<file path="config.mk">
export PLATFORM = sky130hd
export DESIGN_NAME = life_gen_sched
export DESIGN_NICKNAME = d
export VERILOG_FILES = /design/src/rtl/life_pkg.sv /design/src/rtl/cell_scan_cnt.sv /design/src/rtl/life_gen_sched.sv
export SDC_FILE = /design/constraint.sdc
export NUM_CORES = 1
export LEC_CHECK = 0
export CORE_MARGIN = 8
export CORE_UTILIZATION = 30
export CTS_BUF_LIST = sky130_fd_sc_hd__clkbuf_4
export CTS_CLUSTER_SIZE = 28
export DETAILED_ROUTE_END_ITERATION = 10
export SYNTH_ARGS = -nofsm -noshare
export SYNTH_HDL_FRONTEND = slang
export SYNTH_SLANG_ARGS = --single-unit
export TNS_END_PERCENT = 1
</file>
<file path="constraint.sdc">
create_clock -name clk -period 2.47 [get_ports clk]
set_input_delay 0.494 -clock clk [delete_from_list [all_inputs] [get_ports clk]]
set_output_delay 0.494 -clock clk [all_outputs]
set_load 0.005 [all_outputs]
</file>
<file path="src/rtl/life_pkg.sv">
`default_nettype none
// ============================================================================
//  Module      : life_pkg
//  Description : Shared definitions for the Game-of-Life evolution datapath.
//                It holds the generation-scheduler state encoding, the default
//                grid dimensions and the derived row/column index widths used
//                by the scheduler, cell engine and display scanner.
//  Revision    : 1.0  initial release
// ============================================================================
package life_pkg;

    // Default grid dimensions, common to all grid-walking blocks
    localparam int c_GRID_ROWS = 32;
    localparam int c_GRID_COLS = 32;

    // Index widths for the default grid
    localparam int c_ROW_W = $clog2(c_GRID_ROWS);
    localparam int c_COL_W = $clog2(c_GRID_COLS);

    // Generation scheduler states
    typedef enum logic [1:0] {
        S_IDLE  = 2'd0,
        S_SCAN  = 2'd1,
        S_DRAIN = 2'd2,
        S_SWAP  = 2'd3
    } sched_state_t;

endpackage
`default_nettype wire

</file>
<file path="src/rtl/cell_scan_cnt.sv">
`default_nettype none
// ============================================================================
//  Module      : cell_scan_cnt
//  Description : Row-major grid coordinate counter. The column advances on
//                every enabled cycle and wraps into the next row. The walk
//                wraps from the last cell back to (0,0).
//  Ports       : clk, rst    - clock, synchronous active-high reset
//                i_clr       - synchronous clear to (0,0), wins over i_en
//                i_en        - advance one cell
//                o_row/o_col - current coordinate (registered)
//                o_last      - current coordinate is (ROWS-1, COLS-1)
//  Revision    : 1.0  initial release
// ============================================================================
module cell_scan_cnt #(
    parameter int ROWS  = 32,
    parameter int COLS  = 32,
    parameter int ROW_W = $clog2(ROWS),
    parameter int COL_W = $clog2(COLS)
) (
    input  logic             clk,
    input  logic             rst,
    input  logic             i_clr,
    input  logic             i_en,
    output logic [ROW_W-1:0] o_row,
    output logic [COL_W-1:0] o_col,
    output logic             o_last
);

    localparam logic [ROW_W-1:0] c_ROW_LAST = ROW_W'(ROWS - 1);
    localparam logic [COL_W-1:0] c_COL_LAST = COL_W'(COLS - 1);

    logic [ROW_W-1:0] r_row;
    logic [COL_W-1:0] r_col;
    logic             w_col_wrap;
    logic             w_row_wrap;

    assign w_col_wrap = (r_col == c_COL_LAST);
    assign w_row_wrap = (r_row == c_ROW_LAST);

    always_ff @(posedge clk) begin
        if (rst || i_clr) begin
            r_row <= '0;
            r_col <= '0;
        end else if (i_en) begin
            if (w_col_wrap) begin
                r_col <= '0;
                // Explicit wrap keeps non-power-of-two grids in range
                if (w_row_wrap) begin
                    r_row <= '0;
                end else begin
                    r_row <= r_row + ROW_W'(1);
                end
            end else begin
                r_col <= r_col + COL_W'(1);
            end
        end
    end

    assign o_row  = r_row;
    assign o_col  = r_col;
    assign o_last = w_col_wrap && w_row_wrap;

endmodule
`default_nettype wire

</file>
<file path="src/rtl/life_gen_sched.sv">
`default_nettype none
// ============================================================================
//  Module      : life_gen_sched
//  Description : Generation scheduler. Turns speed-controller ticks (auto
//                mode) or step presses (manual mode) into full-grid passes:
//                one valid/ready request per cell in row-major order, a wait
//                for the cell engine to drain, then a ping-pong buffer swap.
//                One trigger can be held pending while busy or paused. Any
//                further trigger is dropped and flagged on overrun.
//  Ports       : clk, rst          - clock, synchronous active-high reset
//                mode              - 1 = auto (tick), 0 = manual (step)
//                tick, step        - one-cycle trigger pulses
//                pause             - level, holds off new passes only
//                req_valid/row/col - cell-update request to the engine
//                req_ready         - engine accepts request
//                eng_idle          - engine pipeline empty
//                buf_sel           - read buffer index (engine writes ~buf_sel)
//                busy              - pass in progress
//                gen_done          - one-cycle pulse at buffer swap
//                gen_count         - completed generations (wrapping)
//                overrun           - one-cycle pulse when a trigger is dropped
//  Revision    : 1.0  initial release
// ============================================================================
module life_gen_sched
    import life_pkg::*;
#(
    parameter int ROWS  = c_GRID_ROWS,
    parameter int COLS  = c_GRID_COLS,
    parameter int GEN_W = 16
) (
    input  logic                    clk,
    input  logic                    rst,
    input  logic                    mode,
    input  logic                    tick,
    input  logic                    step,
    input  logic                    pause,
    output logic                    req_valid,
    output logic [$clog2(ROWS)-1:0] req_row,
    output logic [$clog2(COLS)-1:0] req_col,
    input  logic                    req_ready,
    input  logic                    eng_idle,
    output logic                    buf_sel,
    output logic                    busy,
    output logic                    gen_done,
    output logic [GEN_W-1:0]        gen_count,
    output logic                    overrun
);

    localparam int c_ROW_W = $clog2(ROWS);
    localparam int c_COL_W = $clog2(COLS);

    sched_state_t     r_state;
    sched_state_t     w_state_nxt;

    logic             r_pending;
    logic             w_pending_nxt;
    logic             r_req_valid;
    logic             r_busy;
    logic             r_gen_done;
    logic             r_buf_sel;
    logic [GEN_W-1:0] r_gen_count;
    logic             r_overrun;

    logic             w_trig;
    logic             w_start;
    logic             w_accept;
    logic             w_swap;
    logic             w_last;
    logic             w_scan_clr;

    logic [c_ROW_W-1:0] w_row;
    logic [c_COL_W-1:0] w_col;

    // Only the source selected by the current mode can trigger
    assign w_trig   = mode ? tick : step;

    // A pass starts from IDLE on a fresh trigger or a pending one
    assign w_start  = (r_state == S_IDLE) && !pause && (w_trig || r_pending);

    // req_valid is high for exactly the SCAN state
    assign w_accept = r_req_valid && req_ready;

    // Swap is decided on the DRAIN->SWAP edge so buf_sel, gen_count and
    // gen_done all become visible during the single SWAP cycle
    assign w_swap   = (r_state == S_DRAIN) && eng_idle;

    // Counter sits at (0,0) whenever not scanning, so every pass and any
    // post-reset pass begins at the origin
    assign w_scan_clr = (r_state != S_SCAN);

    cell_scan_cnt #(
        .ROWS  (ROWS),
        .COLS  (COLS),
        .ROW_W (c_ROW_W),
        .COL_W (c_COL_W)
    ) u_scan_cnt (
        .clk    (clk),
        .rst    (rst),
        .i_clr  (w_scan_clr),
        .i_en   (w_accept),
        .o_row  (w_row),
        .o_col  (w_col),
        .o_last (w_last)
    );

    always_comb begin
        w_state_nxt = r_state;
        case (r_state)
            S_IDLE: begin
                if (w_start) begin
                    w_state_nxt = S_SCAN;
                end
            end
            S_SCAN: begin
                if (w_accept && w_last) begin
                    w_state_nxt = S_DRAIN;
                end
            end
            S_DRAIN: begin
                if (eng_idle) begin
                    w_state_nxt = S_SWAP;
                end
            end
            S_SWAP: begin
                w_state_nxt = S_IDLE;
            end
            default: begin
                w_state_nxt = S_IDLE;
            end
        endcase
    end

    // Pending is one deep. A trigger that does not start a pass (busy or
    // paused) sets it; starting a pass consumes it. A trigger arriving while
    // it is already set is dropped and reported.
    always_comb begin
        w_pending_nxt = r_pending;
        if (w_start) begin
            w_pending_nxt = 1'b0;
        end else if (w_trig) begin
            w_pending_nxt = 1'b1;
        end
    end

    always_ff @(posedge clk) begin
        if (rst) begin
            r_state     <= S_IDLE;
            r_pending   <= 1'b0;
            r_req_valid <= 1'b0;
            r_busy      <= 1'b0;
            r_gen_done  <= 1'b0;
            r_buf_sel   <= 1'b0;
            r_gen_count <= '0;
            r_overrun   <= 1'b0;
        end else begin
            r_state     <= w_state_nxt;
            r_pending   <= w_pending_nxt;
            r_req_valid <= (w_state_nxt == S_SCAN);
            r_busy      <= (w_state_nxt != S_IDLE);
            r_gen_done  <= w_swap;
            r_overrun   <= w_trig && r_pending;
            if (w_swap) begin
                r_buf_sel   <= ~r_buf_sel;
                r_gen_count <= r_gen_count + GEN_W'(1);
            end
        end
    end

    assign req_valid = r_req_valid;
    assign req_row   = w_row;
    assign req_col   = w_col;
    assign buf_sel   = r_buf_sel;
    assign busy      = r_busy;
    assign gen_done  = r_gen_done;
    assign gen_count = r_gen_count;
    assign overrun   = r_overrun;

endmodule
`default_nettype wire

</file>
After elaboration in Yosys (flattened, before gate mapping)
Cells that the tools add are included.
Widths: inputs -> output; s select.
{"block": "classes", "n_eq_ne": 7, "div_mod_pow": 0, "bitwise_logic": 1, "muxes": 7, "reduce_logical": 14, "n_mul": 0, "n_shift": 0, "n_addsub": 3, "n_lt_le_gt_ge": 0}
{"operator": "$add 16x1->16 const B", "n": 1}
{"operator": "$add 5x1->5 const B", "n": 2}
{"operator": "$eq 5x5->1 const B", "n": 2}
{"operator": "$mux 5", "n": 2}
{"operator": "$pmux 2 s4", "n": 1}
{"operator": "$logic_and 1x1->1", "n": 7}
{"operator": "$mux 2", "n": 3}
{"operator": "$eq 2x1->1 const B", "n": 2}
{"operator": "$eq 2x2->1 const B", "n": 2}
{"operator": "$logic_not 2->1", "n": 1}
{"operator": "$logic_or 1x1->1", "n": 2}
{"operator": "$ne 2x1->1 const B", "n": 1}
{"operator": "$reduce_and 2->1", "n": 1}
{"operator": "$reduce_bool 2->1", "n": 1}
{"operator": "$reduce_or 2->1", "n": 1}
{"operator": "$logic_not 1->1", "n": 1}
{"operator": "$mux 1", "n": 1}
{"operator": "$not 1->1", "n": 1}
{"block": "totals", "regBits": 34, "wordCells": 42, "input_bits": 8, "mem_count": 0, "output_inout_bits": 31, "ram_bits": 0, "mem_bits_ro": 0, "latch_bits": 0}

Depth between registers and ports, before layout
{"block": "logic_depth", "word_depth": 6, "mapped_depth": 8, "depth_no_buf": 7}

Modules after synthesis
From an unflattened synthesis, not the netlist that was laid out.
{"block": "hier_totals", "cells_unflattened": 172, "hier_area_um2": 1530.2}
{"mod": "life_gen_sched", "area_each_um2": 1032.2, "instances": 1, "seq_area_each_um2": 480.5, "cells_each": 117}
{"mod": "cell_scan_cnt", "area_each_um2": 498.0, "instances": 1, "seq_area_each_um2": 200.2, "cells_each": 55}

Least setup slack after synthesis
No wires, ideal clock.
{"block": "synth_path", "path_kind": "reg-to-reg", "startpoint": "register u_scan_cnt.r_col[0] (netlist: u_scan_cnt.o_col[0])", "endpoint": "register u_scan_cnt.r_row[2] (netlist: u_scan_cnt.o_row[2])", "setup_ns": 0.071, "setup_slack_ns": 0.491, "required_time_ns": 2.399, "synth_period_minus_slack_ns": 1.979, "n_path_buf": 1, "path_stages_with_launch": 8, "t_arrival_ns": 1.909, "path_cell_list": "dfxtp_1 > ha_1 > and3_1 > ha_1 > clkbuf_2 > nand3_2 > or4b_2 > a21oi_1"}
{"block": "synth_via", "elab_chain_len": 2}
{"element": "from (decl)", "line_no": "cell_scan_cnt.sv:33", "text": "logic [COL_W-1:0] r_col;"}
{"element": "from (signal assigned)", "line_no": "cell_scan_cnt.sv:54", "text": "r_col <= r_col + COL_W'(1);"}
{"element": "$eq 5x5->1", "line_no": "cell_scan_cnt.sv:37", "text": "assign w_col_wrap = (r_col == c_COL_LAST);"}
{"element": "$reduce_and 2->1 (no source line)"}
{"element": "to (signal assigned)", "line_no": "cell_scan_cnt.sv:51", "text": "r_row <= r_row + ROW_W'(1);"}
{"element": "to (decl)", "line_no": "cell_scan_cnt.sv:32", "text": "logic [ROW_W-1:0] r_row;"}
Every way passes these cells.
A chain may end at the register's enable or synchronous reset.

Worst setup path after layout
Same ends and word-level chain as after synthesis.

==> impl_metrics.py <==
metrics = {
    "status": {
        "status": "completed",
    },
    "clock_tree": {
        "postCtsSetupRepairBufs": 0,
        "clkSlewWorstSetupHoldPaths_ns": 0.11,
        "clock_tree_from_tritoncts": "yes",
        "cts-root-buf": "sky130_fd_sc_hd__clkbuf_4",
        "clock_sink_count": 34,
        "post_cts_hold_buffer_count": 0,
        "ctsHtreeMaxLevel": 2,
        "cts_resized": 0,
        "clk_path_buf_depth": 2,
        "skew_pair_late_insertion_delay_ns": 0.33,
        "numCtsBuffers": 5,
    },
    "layout": {
        "finalNetCount": 217,
        "final.fill_count": 497,
        "num_antenna_cells": 0,
        "finished_core_util": 0.418,
        "flow.area_growth_from_synthesis_pct": 34.1,
        "multi_input_comb_area_um2": 761,
        "sequential_cell_area_um2": 681,
        "drive_above_1_share": 0.0833,
    },
    "logic_synthesis": {
        "synth_top_cell_by_area": "sky130_fd_sc_hd__dfxtp_1",
        "yosys-mux-area-fraction": 0.0203,
        "synth_flop_cell": "sky130_fd_sc_hd__dfxtp_1",
        "simple_gate_fraction_of_synth_area": 0.282,
        "synth.yosys.warnings": 0,
        "synth_top_cell_area_share": 0.459,
        "synthXorXnorAreaFrac": 0.0650,
        "synth_compound_gate_area_share": 0.104,
        "syn_nets": 175,
        "syn_avg_cell_area_um2": 9.14,
        "async_flop_share": 0,
        "synth_top_cells_by_count": "sky130_fd_sc_hd__dfxtp_1 (34), sky130_fd_sc_hd__nor2_1 (19), sky130_fd_sc_hd__a21oi_1 (15), sky130_fd_sc_hd__xor2_1 (8)",
        "synth-edff-count": 0,
        "synth.lib_cells_used.distinct": 37,
        "main_combinational_cell_family_by_area_after_synthesis": "simple AND/OR/NAND/NOR gates",
        "adder_cell_area_share_of_the_yosys_netlist": 0.0422,
        "netlist_top_cells_area": "sky130_fd_sc_hd__dfxtp_1 (46%), sky130_fd_sc_hd__a21oi_1 (5.1%), sky130_fd_sc_hd__nor2_1 (4.8%)",
        "mappedNetlistArea_um2": 1480,
        "synthesis.instances": 162,
        "synth-seq-cells": 34,
        "synth.most_common_cell": "sky130_fd_sc_hd__dfxtp_1",
        "synth_sequential_area_ratio": 0.459,
    },
    "setup_path": {
        "critical-path-top-delay-family": "simple AND/OR/NAND/NOR gates",
        "critical_path.slowest_cell": "sky130_fd_sc_hd__or4b_2",
        "cp_num_buf_inv": 0,
        "critical-path-max-stage-delay_ns": 0.64,
        "start_kind": "flop",
        "crit_type": "reg2reg",
        "critPathLaunch": "u_scan_cnt.o_col[0]",
        "r2r.worst_path.cells": 6,
        "timing.critical_path.mode_cell": "sky130_fd_sc_hd__ha_1",
        "worst_setup_path_end_kind": "flop",
        "timing.critical_path.to": "u_scan_cnt.o_row[2]",
        "regToRegStartpoint": "u_scan_cnt.o_col[0]",
        "crit-reg2reg-capture": "u_scan_cnt.o_row[2]",
        "cp.required_ns": 2.72,
        "critPathArrivalTime_ns": 2.41,
        "ff2ff_setup_slack_ns": 0.31,
        "crit_path_cell_trace": "ha_1 > and3_1 > ha_1 > nand3_2 > or4b_2 > a21oi_1",
        "maximum_fanout_along_the_worst_path": 9,
        "critical_path_cell_count": 6,
    },
    "place": {
        "dp_worst_setup_slack_ns": 0.313,
        "dpl.hpwl_um": 2480,
        "placement.io_buffers": 38,
        "gp_congestion": 0.764,
    },
    "timing": {
        "tightestPinTransition_ns": 0.424,
        "fin_hold_ws_ns": 0.449,
        "finalCritPeriodShare": 0.874,
        "timing_hold_violations_final": 0,
        "finalWorstPathRequiredPeriod_ns": 2.16,
        "achievable-frequency_mhz": 463,
        "setup_viol_count_final": 0,
        "rsz_0062_raised_after_global_routing": "false",
        "slew_violations": 0,
        "timing.slew.headroom": 0.717,
        "timing.final.ws_setup_ns": 0.310,
        "fin_setup_tns_ns": 0,
        "skew_ns": 0.0122,
    },
    "power_and_ir_drop": {
        "static-leakage-power_uw": 0.000716,
        "finalPower_uw": 898,
        "pwr_cell_area_nw_per_um2": 452,
        "worst_ir_drop_vdd_mv": 0.207,
    },
    "grt": {
        "grt_pass1_vias": 1133,
        "globalRouteOverflowTotal": 0,
        "initial_antenna_violation_count": 0,
        "grt_pass1_wl_um": 5490,
        "grt_usage": 0.0926,
        "grt_start_max_net_pins": 12,
    },
    "drt": {
        "drt-wirelength-per-cell_um": 12.1,
        "met2_wirelength_um": 1450,
        "highest-signal-layer": "met4",
        "number_of_vias_per_cell": 4.73,
        "wirelength_met1_um": 1540,
        "drtAntennaViolNets": 0,
        "detailed_routing_iteration_count_for_the_pre_antenna_repair_pass": 4,
        "total_length_of_routed_wires_um": 3280,
        "detailroute.via_count": 1283,
        "drc_errors": 0,
        "drt-initial-drc-count": 80,
        "met3RoutedLength_um": 223,
    },
    "floorplanning": {
        "core_region_area_um2": 4750,
        "initial_standard_cell_utilization_of_the_core": 0.312,
        "num_rows": 25,
        "die_width_um": 86.3,
        "die_y_um": 86.3,
        "top_level_ports": 39,
        "floorplan.die_area_um2": 7440,
    },
    "hold_path": {
        "hold_start": "r_pending",
        "min_path_type": "reg2reg",
    },
    "job": {
        "cap_viol_max_count": 0,
    },
}
[area by class of cell]
class / count / share of cell area
multi-input cells: 118 / 0.383
flip-flops and latches: 34 / 0.343
repair buffers: 40 / 0.199
well taps: 67 / 0.0422
clock buffers: 5 / 0.0189
inverters: 5 / 0.00945
clock inverters: 2 / 0.00504
[cells in the final DEF, fill, tap and decap left out]
cell                              Yosys  routed
sky130_fd_sc_hd__a21oi_1             15      15
sky130_fd_sc_hd__mux2i_1              3       3
sky130_fd_sc_hd__nand4_2              1       1
sky130_fd_sc_hd__clkinv_2             0       2
sky130_fd_sc_hd__nand3_4              1       1
sky130_fd_sc_hd__or3b_2               1       1
sky130_fd_sc_hd__or3_1                2       2
sky130_fd_sc_hd__xnor2_1              3       3
sky130_fd_sc_hd__o21ai_0              7       7
sky130_fd_sc_hd__or4b_2               2       2
sky130_fd_sc_hd__nor2_1              19      19
sky130_fd_sc_hd__nand3_2              1       1
sky130_fd_sc_hd__buf_4                0       2
sky130_fd_sc_hd__clkbuf_4             0       5
sky130_fd_sc_hd__and2_1               1       1
sky130_fd_sc_hd__or2b_1               1       1
sky130_fd_sc_hd__inv_1                5       5
sky130_fd_sc_hd__nand2_1              6       6
sky130_fd_sc_hd__nand4_1              6       6
sky130_fd_sc_hd__nor2b_1              3       3
sky130_fd_sc_hd__a31oi_1              2       2
sky130_fd_sc_hd__dfxtp_1             34      34
sky130_fd_sc_hd__clkdlybuf4s50_1      0      38
sky130_fd_sc_hd__ha_1                 5       5
sky130_fd_sc_hd__or4_1                4       4
sky130_fd_sc_hd__and3_1               3       3
sky130_fd_sc_hd__o31ai_1              3       3
sky130_fd_sc_hd__xor2_1               8       8
sky130_fd_sc_hd__nand2b_1             2       2
sky130_fd_sc_hd__and3b_1              1       1
sky130_fd_sc_hd__or2_2                1       1
sky130_fd_sc_hd__and4b_2              1       1
sky130_fd_sc_hd__nor3_1               5       5
sky130_fd_sc_hd__and4_1               2       2
sky130_fd_sc_hd__nand3_1              7       7
sky130_fd_sc_hd__a221oi_1             1       1
sky130_fd_sc_hd__nor3b_1              1       1
[where the power goes]
group | switching (uW) | internal (uW)
registers | 7.72 | 556
logic | 24.8 | 28.6
clock network | 178 | 102
total | 211 | 687
[per-stage QoR]
stage	instance area, um2	instances
2_1_floorplan	1480	162
3_3_place_gp	1940	264
3_5_place_dp	1940	264
4_1_cts	1990	271
5_1_grt	1990	271
6_report	1990	271
[flip-flops by register name, indices dropped and copies added, names as in the netlist]
signal	count
req_valid	1
u_scan_cnt.o_col	5
r_state	2
buf_sel	1
gen_done	1
u_scan_cnt.o_row	5
overrun	1
r_pending	1
gen_count	16
busy	1
[cells by family after synthesis]
logic type | after synthesis
AOI/OAI and AO/OA | 28
buffers and inverters | 10
and+or+nand+nor | 71
xor gates and xnor gates | 11
DFF | 34
adders and majority gates | 5
muxes | 3
[worst reg2reg max path: cells and delay by family, from the launching register on]
kind / cells / cell delay (ns)
flops: 1 / 0.44
simple gates: 3 / 1.00
compound gates: 1 / 0.15
fa+ha+maj: 2 / 0.50
[layer usage]
layer	up-vias	GRT usage
met4	0	0.0532
met3	4	0.0369
met2	28	0.139
met5	-	0
met1	588	0.109
li1	663	-
[how the worst min path moves through the flow]
stage	endpoint	slack (ns)	depth (start not counted)
detailed placement	overrun	0.44	2
finish	overrun	0.45	2
floorplan	overrun	0.42	2
global route	overrun	0.49	2
global placement	overrun	0.43	2
CTS	overrun	0.45	2
(Power assumes the default switching activity.)
